File: config.mk
export PLATFORM = sky130hd
export DESIGN_NAME = dvp_tx
export DESIGN_NICKNAME = d
export VERILOG_FILES = /design/src/rtl/dvp_pkg.sv /design/src/rtl/dvp_timing_ctr.sv /design/src/rtl/dvp_tx.sv
export SDC_FILE = /design/constraint.sdc
export NUM_CORES = 1
export LEC_CHECK = 0
export CAP_MARGIN = 20
export CORE_UTILIZATION = 55
export DETAILED_ROUTE_END_ITERATION = 8
export DONT_BUFFER_PORTS = 1
export PLACE_DENSITY = 0.7
export SYNTH_ARGS = -nofsm -noshare
export SYNTH_HDL_FRONTEND = slang
export SYNTH_SLANG_ARGS = --single-unit
File: constraint.sdc
create_clock -name clk -period 3.95 [get_ports clk]
set_input_delay 0.79 -clock clk [delete_from_list [all_inputs] [get_ports clk]]
set_output_delay 0.79 -clock clk [all_outputs]
set_load 0.02 [all_outputs]
File: src/rtl/dvp_pkg.sv
// dvp_pkg: state encoding, RGB565 bar colours and byte-order constant for dvp_tx
package dvp_pkg;

    typedef enum logic [2:0] {IDLE, VSYNC, VBP, ACTIVE, VFP} dvp_state_t;

    localparam logic [15:0] RGB_WHITE   = 16'hFFFF;
    localparam logic [15:0] RGB_YELLOW  = 16'hFFE0;
    localparam logic [15:0] RGB_CYAN    = 16'h07FF;
    localparam logic [15:0] RGB_GREEN   = 16'h07E0;
    localparam logic [15:0] RGB_MAGENTA = 16'hF81F;
    localparam logic [15:0] RGB_RED     = 16'hF800;
    localparam logic [15:0] RGB_BLUE    = 16'h001F;
    localparam logic [15:0] RGB_BLACK   = 16'h0000;

    // index 0 is the leftmost bar
    localparam logic [7:0][15:0] BAR_COLOURS = {
        RGB_BLACK, RGB_BLUE, RGB_RED, RGB_MAGENTA,
        RGB_GREEN, RGB_CYAN, RGB_YELLOW, RGB_WHITE
    };

    localparam bit BYTE_HI_FIRST = 1'b1;

    function automatic int max4(input int a, input int b, input int c, input int d);
        int m;
        m = a > b ? a : b;
        m = m > c ? m : c;
        return m > d ? m : d;
    endfunction

endpackage

File: src/rtl/dvp_timing_ctr.sv
// dvp_timing_ctr: h/v position counters with line-wrap and phase-end strobes
module dvp_timing_ctr #(
    parameter int LINE_LEN = 2929,
    parameter int HW       = 13,
    parameter int VW       = 11
) (
    input  logic          clk,
    input  logic          rst,
    input  logic          run,
    input  logic [VW-1:0] phase_lines,
    output logic [HW-1:0] h_cnt,
    output logic          phase_end
);

    logic [VW-1:0] v_cnt;
    logic          line_end;

    assign line_end  = run && h_cnt == HW'(LINE_LEN - 1);
    assign phase_end = line_end && v_cnt == phase_lines - VW'(1);

    // v_cnt counts lines within the current phase and restarts at each phase end
    always_ff @(posedge clk) begin
        if (rst || !run) begin
            h_cnt <= '0;
            v_cnt <= '0;
        end else if (line_end) begin
            h_cnt <= '0;
            v_cnt <= phase_end ? '0 : v_cnt + VW'(1);
        end else begin
            h_cnt <= h_cnt + HW'(1);
        end
    end

endmodule

File: src/rtl/dvp_tx.sv
// dvp_tx: OV5640-style DVP transmitter serialising RGB565 pixels, high byte first.
// Define DVP_TX_PATTERN_EN to build the internal 8-bar colour generator.
module dvp_tx
    import dvp_pkg::*;
#(
    parameter int H_ACTIVE    = 1280,
    parameter int V_ACTIVE    = 720,
    parameter int H_BLANK     = 369,
    parameter int VSYNC_LINES = 5,
    parameter int V_BP        = 14,
    parameter int V_FP        = 9
) (
    input  logic        clk,
    input  logic        rst,
    input  logic        enable,
    input  logic        test_pattern,
    input  logic        pix_valid,
    input  logic [15:0] pix_data,
    output logic        pix_ready,
    output logic        dvp_vsync,
    output logic        dvp_href,
    output logic [7:0]  dvp_data,
    output logic        frame_done,
    output logic        underrun
);

    localparam int LINE_LEN = 2 * H_ACTIVE + H_BLANK;
    localparam int HW       = $clog2(LINE_LEN) + 1;
    localparam int VW       = $clog2(max4(VSYNC_LINES, V_BP, V_ACTIVE, V_FP)) + 1;
    localparam int SLOTS    = 2 * H_ACTIVE;

    dvp_state_t    state;
    logic [HW-1:0] h_cnt;
    logic [VW-1:0] phase_lines;
    logic          phase_end;
    logic          slot;
    logic          even_slot;
    logic          ur_set;
    logic [15:0]   src;
    logic [7:0]    first_byte;
    logic [7:0]    second_byte;

    assign phase_lines = state == VSYNC  ? VW'(VSYNC_LINES) :
                         state == VBP    ? VW'(V_BP) :
                         state == ACTIVE ? VW'(V_ACTIVE) : VW'(V_FP);

    dvp_timing_ctr #(
        .LINE_LEN(LINE_LEN),
        .HW      (HW),
        .VW      (VW)
    ) u_ctr (
        .clk        (clk),
        .rst        (rst),
        .run        (state != IDLE),
        .phase_lines(phase_lines),
        .h_cnt      (h_cnt),
        .phase_end  (phase_end)
    );

    // counter position is one cycle ahead of the registered byte bus
    assign slot      = state == ACTIVE && h_cnt < HW'(SLOTS);
    assign even_slot = slot && !h_cnt[0];

`ifdef DVP_TX_PATTERN_EN
    localparam int BAR_W = H_ACTIVE / 8 > 0 ? H_ACTIVE / 8 : 1;

    logic          pattern_on;
    logic          frame_start;
    logic [HW-1:0] bar;
    logic [15:0]   bar_pix;

    assign frame_start = enable && (state == IDLE || (state == VFP && phase_end));
    assign bar         = (h_cnt >> 1) / HW'(BAR_W);
    assign bar_pix     = BAR_COLOURS[bar > HW'(7) ? 3'd7 : bar[2:0]];
    assign pix_ready   = even_slot && !pattern_on;
    assign ur_set      = pix_ready && !pix_valid;
    assign src         = pattern_on ? bar_pix : pix_valid ? pix_data : 16'h0000;

    always_ff @(posedge clk) begin
        if (rst)
            pattern_on <= 1'b0;
        else if (frame_start)
            pattern_on <= test_pattern;
    end
`else
    logic unused_test_pattern;

    assign unused_test_pattern = test_pattern;
    assign pix_ready           = even_slot;
    assign ur_set              = even_slot && !pix_valid;
    assign src                 = pix_valid ? pix_data : 16'h0000;
`endif

    assign first_byte = BYTE_HI_FIRST ? src[15:8] : src[7:0];

    always_ff @(posedge clk) begin
        if (rst) begin
            state       <= IDLE;
            dvp_vsync   <= 1'b0;
            dvp_href    <= 1'b0;
            dvp_data    <= '0;
            second_byte <= '0;
            frame_done  <= 1'b0;
            underrun    <= 1'b0;
        end else begin
            dvp_href   <= slot;
            dvp_data   <= even_slot ? first_byte : slot ? second_byte : 8'h00;
            underrun   <= underrun | ur_set;
            frame_done <= state == VFP && phase_end;
            if (even_slot)
                second_byte <= BYTE_HI_FIRST ? src[7:0] : src[15:8];
            case (state)
                IDLE: if (enable) begin
                    state     <= VSYNC;
                    dvp_vsync <= 1'b1;
                end
                VSYNC: if (phase_end) begin
                    state     <= VBP;
                    dvp_vsync <= 1'b0;
                end
                VBP: if (phase_end)
                    state <= ACTIVE;
                ACTIVE: if (phase_end)
                    state <= VFP;
                VFP: if (phase_end) begin
                    state     <= enable ? VSYNC : IDLE;
                    dvp_vsync <= enable;
                end
                default: state <= IDLE;
            endcase
        end
    end

endmodule
==> impl_metrics.ini <==
[yosys]
library_cell_with_the_largest_summed_area_after_synthesis = dfxtp_1
synthesis.yosys.warnings = 0
synth_top_cell_area_share = 0.440
flops_latches_synth = 47
ys_types = 37
synth.avg_cell_area_um2 = 8.38
synthTopCellsByArea = dfxtp_1 44%, xnor2_1 7.0%, nor2_1 6.9%
synth_cells = 255
netlist_area_before_placement_um2 = 2140
synthesis.nets = 280
ys_seq_area_frac = 0.440

[cells_and_area]
final-instance-count-excl-fill = 300
fin_nets = 276
insertedDiodeCount = 0
mostFrequentLayoutCells = 47 x dfxtp_1, 39 x nor2_1, 17 x nand3_1, 17 x xnor2_1
fillCellCount = 337
share_of_post_route_cells_with_drive_strength_above_1 = 0.0595
finish.utilization = 0.612
layout_commonest_cell = dfxtp_1
area_growth_syn_to_layout_pct = 5.62

[grt]
grt.overflow.total = 0
grt_start_max_net_pins = 19
grt_first_pass_wirelength_mm = 6.38
first_global_vias = 1457
global_routing_usage_summed_across_all_routing_layers = 0.200
initial_antenna_violation_count = 0

[setup_path]
critPathSlowestCell = or4_4
timing.critical_path.fanout_max = 16
slowest_delay_ns = 0.61
path_delay_family = simple AND/OR/NAND/NOR gates
criticalPathCategory = register to register
cp.buffers_inverters = 2
critical_path_arrival_ns = 3.20
worstSetupPathDepth = 8
critPathCaptureType = register
reg2regPathDepth = 8
required_ns = 4.18
timing.critical_path.mode_cell = or4_1
worstSetupStartpointType = register
worstPathCellList = inv_1 -> ha_1 -> or4b_1 -> or4_1 -> buf_4 -> or4_4 -> or4_1 -> a211oi_1

[placement]
detailedPlacementHpwl_mm = 2.72
place.gp.congestion = 0.826
post_place_setup_slack_ns = 0.955
dp_cells = 292
io_buffer_count = 0

[timing]
finClkSkew_ns = 0.00685
period_minus_slack_ns = 2.97
rsz_0062_raised_after_global_routing = false
hold_violation_total_from_the_final_report = 0
slew-limit-headroom = 0.510
worst_slew_pin_tran_ns = 0.735
setup_viol = 0
fmaxAchievable_ghz = 0.336
final.setup.tns_ns = 0
report.final.slew_viol_count = 0
setup_ws_ns = 0.975
fin_crit_sh = 0.753

[drt]
wl_met1_mm = 1.92
detailroute.wirelength.met3_um = 119
num_vias = 1622
drc_errors = 0
detailed_route_wire_length_per_cell_um = 13.0
routed_wirelength_mm = 3.90
topRoutingLayerUsed = met4
avgViaCountPerCell = 5.41
first_pass_iters = 4
drt-initial-drc-count = 159
antenna_left = 0
route.met2.wl_mm = 1.79

[worst_hold_path]
path_type_of_the_worst_min_delay_path = register to register
worst_hold_path.num_cells = 2

[clock_network]
clock_tree.htree_level_count = 2
cts_setup_buffers = 0
cts.hold.buffers_added = 0
tritoncts = yes
insertion_delay_of_the_later_clocked_pin_in_the_worst_skew_pair_ns = 0.31
cts_inserted_buffers = 5
clock_sinks = 47
root_buffer = clkbuf_8
clockBufferDepth = 2
cts.reportedPaths.clkPinSlew_ns = 0.09
cts-resized-gates = 0

[power_and_ir_drop]
ir_drop_mv = 0.217
fin_total_pwr_mw = 0.820
leakagePower_nw = 0.741
power_per_cell_area_nw_per_um2 = 363

[floorplan]
io_pins = 34
design.core.area_um2 = 3690
die-area_um2 = 4140
die_x_um = 64.3
initial_utilization = 0.579
floorplan.rows = 22
dieHeight_um = 64.3

[outcome]
outcome = completed

[run]
maxCapViolations = 0
## layer usage
layer  vias to the layer above  GRT usage
met3                         5     0.0571
met2                        23      0.313
li1                        866          -
met5                         -          0
met1                       728      0.252
met4                         0     0.0917
## registers in the layout (all words and copies together) (netlist names)
signal,flops
dvp_data,8
underrun,1
dvp_vsync,1
dvp_href,1
u_ctr.v_cnt,11
frame_done,1
u_ctr.h_cnt,13
second_byte,8
state,3
## final cells by class
class,count,area [µm²],share of cell area
inverters,11,41.3,0.0183
clock buffers,6,82.6,0.0366
repair buffers,3,22.5,0.00998
flip-flops and latches,47,941,0.417
clock inverters,2,16.3,0.00721
well taps,48,60.1,0.0266
multi-input cells,183,1090,0.484
## synth_stat cells
cell       n
nand4_1    5
a22oi_1    9
a21oi_1   13
nand3b_1   1
nor3b_1    2
o31ai_1    1
nor2b_1    2
or4b_1     1
mux2i_1    3
nor2_1    39
o21a_1     1
nand3_1   17
dfxtp_1   47
or4_1      4
inv_1     10
nor3_1    14
nand2_1   14
or4_4      1
or2_1      1
xnor2_1   17
o21bai_1   2
buf_6      1
inv_2      1
and3_1     3
o211ai_1   2
nand2b_1   2
xor2_1     7
mux2_2     1
nor4_1     3
or3b_2     1
a211oi_1   3
ha_1       4
clkbuf_1  12
or3_1      4
buf_2      1
o21ai_0    4
o21ai_1    2
## path summary, 6_finish.rpt
| check | start | to | slack [ns] |
|---|---|---|---|
| max | u_ctr.h_cnt[1] | state[1] | 0.98 |
| min | second_byte[6] | second_byte[6] | 0.46 |
| max reg2reg | u_ctr.h_cnt[1] | state[1] | 0.98 |
| min reg2reg | second_byte[6] | second_byte[6] | 0.46 |
## stage by stage
step,hold slack (ns),instance area [µm²]
floorplan,0.432,2140
global placement,0.437,2160
detailed placement,0.442,2160
CTS,0.456,2260
global route,0.481,2260
finish,0.457,2260
## cells by family after synthesis
| logic type | share of synthesized area |
|---|---|
| AO/OA/AOI/OAI | 0.108 |
| multiplexers | 0.0193 |
| XOR/XNOR | 0.0984 |
| flip-flops | 0.440 |
| AND/OR/NAND/NOR | 0.263 |
| adder cells (fa/ha/maj) | 0.0234 |
| buffers and inverters | 0.0480 |
## tightest hold or removal path, cell delays in order (launching register included)
cell and delay [ns]:
dfxtp_1 0.32, nand2_1 0.05, a21oi_1 0.05
## power breakdown
part	switching, mW	internal [mW]	total, mW
clock	0.170	0.143	0.313
sequential	0.00595	0.476	0.482
combinational	0.0147	0.0106	0.0253
total	0.190	0.630	0.820
Power figures use the tool's default switching activity.
